--- config.mk ---
export PLATFORM = sky130hd
export DESIGN_NAME = bcd_counter_n
export DESIGN_NICKNAME = d
export VERILOG_FILES = /design/src/rtl/bcd_pkg.sv /design/src/rtl/bcd_digit_cell.sv /design/src/rtl/bcd_counter_n.sv
export SDC_FILE = /design/constraint.sdc
export NUM_CORES = 1
export LEC_CHECK = 0
export BUFFER_PORTS_ARGS = -buffer_cell sky130_fd_sc_hd__buf_2
export CAP_MARGIN = 10
export CORE_ASPECT_RATIO = 1.25
export CORE_MARGIN = 2
export CORE_UTILIZATION = 55
export CTS_CLUSTER_DIAMETER = 40
export CTS_CLUSTER_SIZE = 8
export DETAILED_ROUTE_END_ITERATION = 10
export PLACE_DENSITY_LB_ADDON = 0.12
export SLEW_MARGIN = 10
export SYNTH_ARGS = -nofsm -noshare
export SYNTH_HDL_FRONTEND = slang
export SYNTH_HIERARCHICAL = 1
export SYNTH_SLANG_ARGS = --single-unit
--- constraint.sdc ---
create_clock -name clk -period 4.05 [get_ports clk]
set_input_delay 0.2025 -clock clk [delete_from_list [all_inputs] [get_ports clk]]
set_output_delay 0.2025 -clock clk [all_outputs]
set_load 0.005 [all_outputs]
--- src/rtl/bcd_pkg.sv ---
// Shared BCD definitions: digit type, digit bounds and a validity check.
package bcd_pkg;
   typedef logic [3:0] bcd_t;

   localparam bcd_t BCD_MAX = 4'd9;
   localparam bcd_t BCD_MIN = 4'd0;

   function automatic logic is_bcd(input bcd_t d);
      return (d <= BCD_MAX);
   endfunction
endpackage

--- src/rtl/bcd_digit_cell.sv ---
// One BCD digit register.
// Ports: clk/rst (sync, active-high), clr_i (force 0), ld_i/ld_val_i (load),
//        inc_i/dec_i (single step with 9<->0 roll), q_o (digit),
//        is_max_o/is_min_o (digit at 9 / at 0, feed the parent's lookahead).
module bcd_digit_cell
   import bcd_pkg::*;
(
   input  logic clk,
   input  logic rst,
   input  logic clr_i,
   input  logic ld_i,
   input  bcd_t ld_val_i,
   input  logic inc_i,
   input  logic dec_i,
   output bcd_t q_o,
   output logic is_max_o,
   output logic is_min_o
);
   bcd_t q_q, q_d;

   always_comb begin
      q_d = q_q;
      if (clr_i)                           q_d = BCD_MIN;
      // The parent only loads validated values; the local guard keeps the
      // digit in range even if that ever changes.
      else if (ld_i && is_bcd(ld_val_i))   q_d = ld_val_i;
      else if (inc_i)                      q_d = (q_q == BCD_MAX) ? BCD_MIN : q_q + 4'd1;
      else if (dec_i)                      q_d = (q_q == BCD_MIN) ? BCD_MAX : q_q - 4'd1;
   end

   always_ff @(posedge clk) begin
      if (rst) q_q <= BCD_MIN;
      else     q_q <= q_d;
   end

   assign q_o      = q_q;
   assign is_max_o = (q_q == BCD_MAX);
   assign is_min_o = (q_q == BCD_MIN);
endmodule

--- src/rtl/bcd_counter_n.sv ---
// N-digit BCD up/down counter with wrap/saturate, clear, whole-word and
// single-digit load, registered carry pulse and invalid-load pulse.
// Ports: clk, rst (sync, active-high), en, up, clr, load_dig/dig_sel/dig_val,
//        load_all/all_val, count (digit i at [4i+3:4i]), carry_out (wrap
//        pulse), at_limit (combinational terminal flag), invalid (reject pulse).
module bcd_counter_n
   import bcd_pkg::*;
#(
   parameter int  DIGITS   = 8,
   parameter bit  SATURATE = 1'b0,
   localparam int SEL_W    = (DIGITS > 1) ? $clog2(DIGITS) : 1
) (
   input  logic                  clk,
   input  logic                  rst,
   input  logic                  en,
   input  logic                  up,
   input  logic                  clr,
   input  logic                  load_dig,
   input  logic [SEL_W-1:0]      dig_sel,
   input  logic [3:0]            dig_val,
   input  logic                  load_all,
   input  logic [4*DIGITS-1:0]   all_val,
   output logic [4*DIGITS-1:0]   count,
   output logic                  carry_out,
   output logic                  at_limit,
   output logic                  invalid
);
   logic [DIGITS-1:0] is_max, is_min;
   // lo9[i]/lo0[i]: every digit below i is 9 / 0. Index DIGITS covers the word.
   logic [DIGITS:0]   lo9, lo0;
   logic              all_ok, dig_ok, term, do_all, do_dig, step;
   logic              carry_q, carry_d, inv_q, inv_d;

   assign lo9[0] = 1'b1;
   assign lo0[0] = 1'b1;

   always_comb begin
      all_ok = 1'b1;
      for (int i = 0; i < DIGITS; i++)
         if (!is_bcd(all_val[4*i +: 4])) all_ok = 1'b0;
   end

   assign dig_ok = is_bcd(dig_val) && (32'(dig_sel) < DIGITS);
   assign term   = up ? lo9[DIGITS] : lo0[DIGITS];

   // Priority clr > load_all > load_dig > step. A rejected load still
   // occupies the cycle, so it blocks the count step.
   assign do_all = !clr && load_all && all_ok;
   assign do_dig = !clr && !load_all && load_dig && dig_ok;
   assign step   = en && !clr && !load_all && !load_dig && !(SATURATE && term);

   assign carry_d = step && term;
   assign inv_d   = !clr && (load_all ? !all_ok : (load_dig && !dig_ok));

   for (genvar i = 0; i < DIGITS; i++) begin : g_dig
      logic ld;
      bcd_t ld_val;

      assign ld     = do_all || (do_dig && (32'(dig_sel) == i));
      assign ld_val = do_all ? all_val[4*i +: 4] : dig_val;
      assign lo9[i+1] = lo9[i] && is_max[i];
      assign lo0[i+1] = lo0[i] && is_min[i];

      bcd_digit_cell u_cell (
         .clk      (clk),
         .rst      (rst),
         .clr_i    (clr),
         .ld_i     (ld),
         .ld_val_i (ld_val),
         .inc_i    (step && up && lo9[i]),
         .dec_i    (step && !up && lo0[i]),
         .q_o      (count[4*i +: 4]),
         .is_max_o (is_max[i]),
         .is_min_o (is_min[i])
      );
   end

   always_ff @(posedge clk) begin
      if (rst) begin
         carry_q <= 1'b0;
         inv_q   <= 1'b0;
      end else begin
         carry_q <= carry_d;
         inv_q   <= inv_d;
      end
   end

   assign carry_out = carry_q;
   assign invalid   = inv_q;
   assign at_limit  = term;
endmodule

==> metrics.md, run 1 <==
| Metric | Value |
|---|---|
| Fillers | `646` |
| Top FF cell, synth | `dfxtp_1` |
| CTS tree | `yes` |
| Post-CTS Hold Fix Bufs | `0` |
| Final Cycle Share | `about three quarters` |
| Total number of vias | `4187` |
| Status | `complete, no violations` |
| Lkg Pwr | `0.001798 uW` |
| Total track usage | `27.91%` |
| Vias in the first global route | `3675` |
| Num CTS Buffers | `5` |
| Post-CTS setup buffer count | `0` |
| Placer Congestion | `0.9123` |
| Largest cells by area after synthesis | `dfxtp_1, mux2_2, buf_6` |
| GRT busiest layer | `met2` |
| Avg Inst Size Synth | `about 8 um^2` |
| Avg Vias per Cell | `6.461` |
| # IOs | `81` |
| Core Box Area | `6977 um^2` |
| Crit Path Max Fanout | `15` |
| CTS Buffer Depth | `2` |
| Sequential area share after synthesis | `between 10% and 20%` |
| Synthesized area | `approximately 4000 um^2` |
| Port Buffers | `80` |
| Final hold slack | `0.2408 ns` |
| Pins Over Slew Limit | `0` |
| CP startpoint kind | `register` |
| Clock Sinks | `34` |
| WP data required | `4.24 ns` |
| Worst min path class | `primary input to register` |
| N_diodes | `0` |
| Starting Density | `around 57%` |
| Yosys cell types | `45` |
| Peak supply drop | `138.7 uV` |
| Gr ovfl total | `0` |
| CP max stage cell | `dfxtp_1` |
| RSZ-0062 raised after global routing | `false` |
| Fin. Hold Viols | `0` |
| P&R area growth vs syn | `7.629%` |
| Final instance area | `~4300 um^2` |
| Largest incremental delay on the critical path | `0.59 ns` |
| Die height | `a little under 100 um` |
| Layout cells sized above 1 | `26.52%` |
| Pin count of the biggest net entering global routing | `23` |
| Setup TNS | `0 ns` |
| CTS root buffer | `clkbuf_8` |
| Routed Antenna Nets | `0` |
| Initial antenna violation count | `0` |
| Synth area leader | `dfxtp_1` |
| M2 GR Usage | `between 40% and 50%` |
| Synth Net Count | `550` |
| Slew margin rel. | `~39%` |
| CTS HTree Levels | `2` |
| 1st-pass router iterations | `5` |
| DRC Markers | `0` |
| HPWL after detailed placement | `8.084 mm` |
| Post-synth top area share | `17.08%` |
| Die Wd | `80.14 um` |
| Maxcap violations | `0` |
| Top-count cell post-synth | `o21ai_0` |
| GR Util met1 | `36.98%` |
| CP Data Arrival Time | `~3.2 ns` |
| Final core occ | `61.48%` |
| Worst-skew pair later-pin latency | `roughly 0.29 ns` |
| Post-synthesis instance total | `504` |
| # nets final | `605` |
| Max Fclk | `333.9 MHz` |
| Top delay family on crit path | `simple AND/OR/NAND/NOR gates` |
| Crit-path cells | `inv_1 -> nor4_1 -> nand4_1 -> nor2_1 -> buf_4 -> and4_1 -> and3_1 -> o21ai_0 -> o311a_1 -> o221a_1` |
| Number of synthesized flops with an enable pin | `0` |
| Global-route wire length before repair | `approximately 18 mm` |
| Final wirelength | `10.97 mm` |
| Placement Cell Area | `4207 um^2` |
| Multi-input gate area | `2893 um^2` |
| Synth async-reset ratio | `0%` |
| Number of gates resized after cts | `0` |
| Clock skew | `0.005014 ns` |
| Site Rows | `34` |
| Die area | `7947 um^2` |
| Tmin final | `2.995 ns` |
| Avg WL per Cell | `16.92 um` |
| Setup CP Type | `register to register` |
| Pwr Density | `177.8 nW/um^2` |
| Worst path bufs/invs | `2` |
| Setup Viol. Count Final | `0` |
| Area taken by flip-flops and latches | `680.7 um^2` |
| Initial DRC count | `between 300 and 400` |
| Setup crit end kind | `register` |
| Flops & latches, synth | `34` |
| CTS clk-pin slew, worst paths | `0.08 ns` |
| Synth cell count leaders | `o21ai_0, nor2_1, dfxtp_1` |
| Synth warn | `6` |
| Met3 usage | `3.358%` |
| Worst slew pin tran | `0.9069 ns` |
## report_power, final
group          switching (uW)  internal, uW
logic                    83.0          64.6
registers                9.50           338
clock network             136           132
## final timing paths
path                            endpoint  slack [ns]  depth (start not counted)                    from
setup / recovery  g_dig[6].u_cell/q_o[2]        1.06                         10  g_dig[1].u_cell/q_o[0]
setup reg to reg  g_dig[6].u_cell/q_o[2]        1.06                         10  g_dig[1].u_cell/q_o[0]
hold reg to reg   g_dig[5].u_cell/q_o[2]        0.70                          1  g_dig[5].u_cell/q_o[2]
hold / removal                   invalid        0.24                          3                load_all
## registers in the layout, indices dropped and copies added, names as in the netlist
name	flops
invalid	1
g_dig.u_cell/q_o	32
carry_out	1
## area by class of cell
| type | count | area share [%] |
|---|---|---|
| Clock buffer | 6 | 1.925 |
| Inverter | 24 | 2.100 |
| Multi-Input combinational cell | 410 | 67.44 |
| Sequential cell | 34 | 15.87 |
| Tap cell | 90 | 2.625 |
| Timing Repair Buffer | 84 | 10.04 |
## per-layer routing
| metal | up-vias | routed length (um) |
|---|---|---|
| met5 | - | 0 |
| met4 | 0 | 254 |
| met3 | 20 | 578 |
| met2 | 139 | 5359 |
| met1 | 1970 | 4774 |
| li1 | 2058 | - |
## worst reg2reg max path: cells and delay by family, from the launching register on
| kind | cells | cell delay (ns) |
|---|---|---|
| DFF | 1 | 0.59 |
| AOI/OAI and AO/OA | 3 | 0.50 |
| buffers and inverters | 2 | 0.32 |
| and+or+nand+nor | 5 | 1.50 |
## cell usage in the layout, fill, tap and decap left out, drive strengths merged, types with 3 or more instances in the layout
cell type	n
dfxtp	34
inv	24
xnor2	8
a21boi	8
o311a	8
nor4	32
nor3	18
a21oi	8
and2	12
buf	84
o221ai	8
nor2b	9
xor2	8
and4	3
nor3b	9
o21ai	50
o221a	16
o31ai	8
a22o	16
mux2i	8
mux2	32
a221oi	8
a31oi	8
o21bai	7
nand4b	9
nor2	37
nand2	41
o211a	8
and3	15
clkbuf	6
nand4	5
## kinds of logic after synthesis
family / synth area share, %
AOI/OAI and AO/OA: 30.14
muxes: 11.05
DFF: 17.08
buffers and inverters: 10.33
xor gates and xnor gates: 3.517
and+or+nand+nor: 27.88
## metrics by stage
stage          worst slack [ns]  instances  total power [uW]
2_1_floorplan             1.711        504             439.8
3_3_place_gp              1.241        642             496.7
3_5_place_dp              1.164        642             499.0
4_1_cts                   1.159        648             764.1
5_1_grt                  0.8532        648             793.5
6_report                  1.055        648             762.5
Power figures use the tool's default switching activity.
==> inputs of run 2 (changes only) <==
CORE_UTILIZATION = 51   (was 55)
clock period = 2.7 ns   (was 4.05 ns; I/O delays follow)
==> run 2 against run 1 <==
Net effect:
- fmax is 21% higher
- worst hold slack lost 0.11 ns
- sequential power rose by 48%
- sequential share of layout area fell by 1.1 points
- clock-buffer cell count decreased by 1
- die area grew 7.5%
- critical path type unchanged
- largest power group unchanged
==> metrics.md, run 2 (synthesized netlist as in run 1, its figures left out) <==
| Metric | Value |
|---|---|
| Port Buffers | `80` |
| CTS Buffer Depth | `2` |
| Num CTS Buffers | `5` |
| Slew margin rel. | `64.94%` |
| Vias in the first global route | `3929` |
| Area taken by flip-flops and latches | `680.7 um^2` |
| Die height | `102.8 um` |
| # IOs | `81` |
| Final Cycle Share | `91.68%` |
| Total number of vias | `4390` |
| Pin count of the biggest net entering global routing | `20` |
| Largest incremental delay on the critical path | `0.43 ns` |
| Pins Over Slew Limit | `0` |
| Worst slew pin tran | `0.5211 ns` |
| Layout cells sized above 1 | `a little under a third` |
| CP max stage cell | `dfxtp_1` |
| Endpoint, Worst Hold | `invalid` |
| Setup CP Type | `register to register` |
| Setup crit end kind | `register` |
| 1st-pass router iterations | `5` |
| HPWL after detailed placement | `8.973 mm` |
| RSZ-0062 raised after global routing | `false` |
| Maxcap violations | `0` |
| Top delay family on crit path | `simple AND/OR/NAND/NOR gates` |
| CTS HTree Levels | `2` |
| CTS root buffer | `clkbuf_8` |
| CTS clk-pin slew, worst paths | `0.08 ns` |
| Multi-input gate area | `2897 um^2` |
| Worst-skew pair later-pin latency | `between 0.2 and 0.3 ns` |
| Fillers | `~750` |
| Pwr Density | `approximately 250 nW/um^2` |
| Most common cell after layout, fill and taps aside | `buf_2` |
| R2r setup slk | `0.22 ns` |
| Setup Viol. Count Final | `0` |
| Placer Congestion | `0.9292` |
| Die area | `between 8000 and 9000 um^2` |
| Routed Antenna Nets | `0` |
| Setup TNS | `0 ns` |
| Worst path bufs/invs | `3` |
| Starting Density | `51.74%` |
| P&R area growth vs syn | `15.64%` |
| Clock Sinks | `34` |
| Avg Vias per Cell | `6.326` |
| Clock skew | `approximately 0.0051 ns` |
| Final hold slack | `~0.13 ns` |
| N_diodes | `0` |
| Final wirelength | `11.85 mm` |
| Hold path startpoint | `clr` |
| Reg2Reg Capture Point | `g_dig[4].u_cell/q_o[2]` |
| Post-CTS setup buffer count | `0` |
| DRC Markers | `0` |
| Crit-path cells | `inv_2 -> nor4_1 -> buf_4 -> nand4_1 -> nor2_2 -> and2_1 -> buf_4 -> nor3_1 -> o21ai_0 -> o311a_1 -> o221a_1` |
| Number of cells on the critical path | `11` |
| Launching point of the worst reg2reg path | `g_dig[0].u_cell/q_o[3]` |
| CP dominant cell by count | `buf_4` |
| Most frequent cells in the layout | `buf_2, buf_4, o21ai_0` |
| Max Fclk | `404.0 MHz` |
| Max reg flops | `32` |
| Die Wd | `83.07 um` |
| Tmin final | `2.475 ns` |
| Hold path cells | `2` |
| # nets final | `645` |
| Worst min path class | `primary input to register` |
| WP data required | `2.94 ns` |
| Crit Path Max Fanout | `7` |
| Fin. Hold Viols | `0` |
| Core Box Area | `7702 um^2` |
| R2R cell count | `11` |
| Gr ovfl total | `0` |
| CP startpoint kind | `register` |
| CP Data Arrival Time | `2.71 ns` |
| Total track usage | `a little over a quarter` |
| CTS tree | `yes` |
| Avg WL per Cell | `17.08 um` |
| Global-route wire length before repair | `18.86 mm` |
| Site Rows | `36` |
| Initial DRC count | `~180` |
| Status | `complete, no violations` |
| Initial antenna violation count | `0` |
| Lkg Pwr | `around 0.0020 uW` |
| Peak supply drop | `157.7 uV` |
-- run 2: worst max path at each step --
stage,start,endpoint,slack [ns]
2_1_floorplan,g_dig[0].u_cell/q_o[3],g_dig[6].u_cell/q_o[2],0.36
3_3_place_gp,all_val[9],g_dig[5].u_cell/q_o[2],0.12
3_5_place_dp,all_val[13],g_dig[0].u_cell/q_o[2],0.03
4_1_cts,g_dig[0].u_cell/q_o[3],g_dig[6].u_cell/q_o[3],0.15
5_1_grt,g_dig[0].u_cell/q_o[3],g_dig[6].u_cell/q_o[3],0.02
6_report,g_dig[0].u_cell/q_o[3],g_dig[4].u_cell/q_o[2],0.22
-- run 2: metrics by stage --
step | cells | util [%] | total power, uW | setup WS (ns) | instance area (um^2)
final | 694 | 59.83 | 1132 | 0.2246 | 4608
after global routing | 694 | 59.83 | 1191 | 0.02042 | 4608
after CTS | 694 | 59.78 | 1135 | 0.1466 | 4604
after detailed placement | 687 | 58.76 | 763.7 | 0.03500 | 4526
after global placement | 687 | 58.76 | 758.9 | 0.1169 | 4526
after floorplan | 504 | - | 659.8 | 0.3613 | 3985
-- run 2: cell type report --
class                   count  area share, %
flip-flops and latches     34          14.77
clock inverters             2         0.2172
inverters                  24          1.955
multi-input cells         410          62.86
well taps                  95          2.579
repair buffers            124          16.13
clock buffers               5          1.493
-- run 2: layer usage --
| metal | routed length [um] | share of wire (%) | vias to the layer above | global-route usage, % |
|---|---|---|---|---|
| met1 | 5015 | 42 | 2060 | 32.44 |
| met4 | 415 | 3.5 | 0 | 11.98 |
| met3 | 608 | 5.1 | 32 | 3.843 |
| li1 | - | - | 2140 | - |
| met2 | 5813 | 49 | 158 | 48.08 |
| met5 | 0 | 0 | - | 0 |
-- run 2: worst reg2reg max path, cell delays in order, from the launching register on --
cell,delay (ns)
dfxtp_1,0.43
inv_2,0.08
nor4_1,0.26
buf_4,0.18
nand4_1,0.14
nor2_2,0.21
and2_1,0.30
buf_4,0.20
nor3_1,0.06
o21ai_0,0.21
o311a_1,0.19
o221a_1,0.18
-- run 2: power breakdown --
group	switching, uW	leakage, uW	internal, uW	total [uW]
Clock	201	0.0000438	173	374
Combinational	137	0.00169	106	243
Sequential	7.55	0.000274	507	514
-- run 2: repair_timing --
item,4_1_cts,5_1_grt
setup endpoints to repair,0,3
resized for setup,0,2
hold endpoints to repair,0,0
hold buffers,0,0
==> inputs of run 3 (changes only) <==
CORE_ASPECT_RATIO = not set   (was 1.25)
CORE_UTILIZATION = 52   (was 51)
CTS_BUF_LIST = sky130_fd_sc_hd__clkbuf_2 sky130_fd_sc_hd__clkbuf_4 sky130_fd_sc_hd__clkbuf_8   (was not set)
==> run 3 against run 2 <==
Net effect:
- critical endpoint is now g_dig[6].u_cell/q_o[2]
- critical path type unchanged
- final area down 0.30%
- largest power group unchanged
- non-clock buffer count down 6
- register-to-register slack worse by 0.04 ns
- sequential cell count unchanged
- largest cell class unchanged
- via count up 1.4%
==> metrics.md, run 3 (synthesized netlist as in run 1, its figures left out) <==
| Metric | Value |
|---|---|
| Die height | `~92 um` |
| Crit-path cells | `buf_4 -> nor4_1 -> nor2b_1 -> and3_1 -> and2_1 -> and4_1 -> nor2_1 -> o21ai_0 -> o31ai_1 -> o221a_1` |
| Port Buffers | `80` |
| Status | `complete, no violations` |
| Most common cell after layout, fill and taps aside | `buf_2` |
| Num CTS Buffers | `5` |
| CP max stage cell | `dfxtp_1` |
| # nets final | `between 600 and 700` |
| Fillers | `between 600 and 700` |
| N_diodes | `0` |
| CTS tree | `yes` |
| DRC Markers | `0` |
| Vias in the first global route | `~4000` |
| Site Rows | `31` |
| Final Cycle Share | `93.04%` |
| Placer Congestion | `0.9307` |
| CP startpoint kind | `register` |
| Layout cells sized above 1 | `a little under a third` |
| Pin count of the biggest net entering global routing | `22` |
| R2R cell count | `10` |
| Final core occ | `62.67%` |
| Total number of vias | `4450` |
| Worst-skew pair later-pin latency | `0.29 ns` |
| CP Data Arrival Time | `roughly 2.7 ns` |
| Tmin final | `2.512 ns` |
| P&R area growth vs syn | `15.29%` |
| Routed Antenna Nets | `0` |
| Clock skew | `about 0.014 ns` |
| Post-CTS Hold Fix Bufs | `0` |
| Number of cells on the critical path | `10` |
| Gr ovfl total | `0` |
| 1st-pass router iterations | `5` |
| Initial antenna violation count | `0` |
| Avg Vias per Cell | `6.421` |
| CTS clk-pin slew, worst paths | `0.08 ns` |
| Most frequent cells in the layout | `buf_2, o21ai_0, buf_4` |
| Pwr Density | `256.0 nW/um^2` |
| Peak supply drop | `220.7 uV` |
| Final hold slack | `0.1542 ns` |
| Pins Over Slew Limit | `0` |
| Core Box Area | `between 7000 and 8000 um^2` |
| Post-CTS setup buffer count | `0` |
| Initial DRC count | `439` |
| Starting Density | `approximately 54%` |
| Die area | `8380 um^2` |
| Max Fclk | `398.1 MHz` |
| Top delay family on crit path | `simple AND/OR/NAND/NOR gates` |
| HPWL after detailed placement | `just under 9 mm` |
| CTS Buffer Depth | `2` |
| Worst slew pin tran | `0.5036 ns` |
| Worst path bufs/invs | `1` |
| Avg WL per Cell | `17.26 um` |
| Slew margin rel. | `65.95%` |
| Final wirelength | `11.96 mm` |
| Setup crit end kind | `register` |
| Clock Sinks | `34` |
| CTS HTree Levels | `2` |
| Setup CP Type | `register to register` |
| Max reg flops | `32` |
| Crit Path Max Fanout | `5` |
| Lkg Pwr | `0.001997 uW` |
| Worst min path class | `primary input to register` |
| Global-route wire length before repair | `~19 mm` |
| CTS root buffer | `clkbuf_8` |
| Largest incremental delay on the critical path | `0.36 ns` |
| Fin. Hold Viols | `0` |
| Setup Viol. Count Final | `0` |
| # IOs | `81` |
| Die Wd | `~90 um` |
| Maxcap violations | `0` |
| Total track usage | `28.00%` |
| WP data required | `2.88 ns` |
| Hold path cells | `2` |
## run 3: what timing repair did
item | 4_1_cts | 5_1_grt
setup endpoints to repair | 0 | 8
endpoints found under the hold margin | 0 | 0
resized for setup | 0 | 6
## run 3: final timing paths
check	slack, ns	from	end
worst max-delay path	0.19	g_dig[1].u_cell/q_o[3]	g_dig[6].u_cell/q_o[2]
worst min-delay path	0.15	clr	invalid
worst max register to register	0.19	g_dig[1].u_cell/q_o[3]	g_dig[6].u_cell/q_o[2]
worst min register to register	0.65	g_dig[2].u_cell/q_o[3]	g_dig[2].u_cell/q_o[3]
## run 3: layer usage
| layer | up-vias | track usage (%) | part of all wire (%) |
|---|---|---|---|
| li1 | 2118 | - | - |
| met2 | 197 | 47.98 | 47 |
| met4 | 0 | 10.48 | 3.5 |
| met5 | - | 0 | 0 |
| met1 | 2091 | 35.61 | 43 |
| met3 | 44 | 3.568 | 6.5 |
## run 3: power by group
group	switching (uW)	internal [uW]	total, uW
clock network	202	216	418
logic	139	105	243
registers	7.64	507	514
total	348	828	1180
## run 3: cell type report
type                            count  area (um^2)  area share, %
Multi-Input combinational cell    410         2919          63.53
Clock buffer                        7        90.09          1.961
Inverter                           24        90.09          1.961
Sequential cell                    34        680.7          14.81
Timing Repair Buffer              118        685.7          14.92
Tap cell                           99        123.9          2.696
Clock inverter                      1        5.005         0.1089
## run 3: stage by stage
step | area [um^2] | setup WS, ns | power, uW | instances | setup TNS, ns
final | 4594 | 0.1880 | 1176 | 693 | 0
after global routing | 4594 | -0.002805 | 1226 | 693 | -0.002805
after CTS | 4568 | 0.08806 | 1178 | 693 | 0
after detailed placement | 4473 | 0.03582 | 761.7 | 685 | 0
after global placement | 4473 | 0.1875 | 756.3 | 685 | 0
after floorplan | 3985 | 0.3613 | 659.8 | 504 | 0
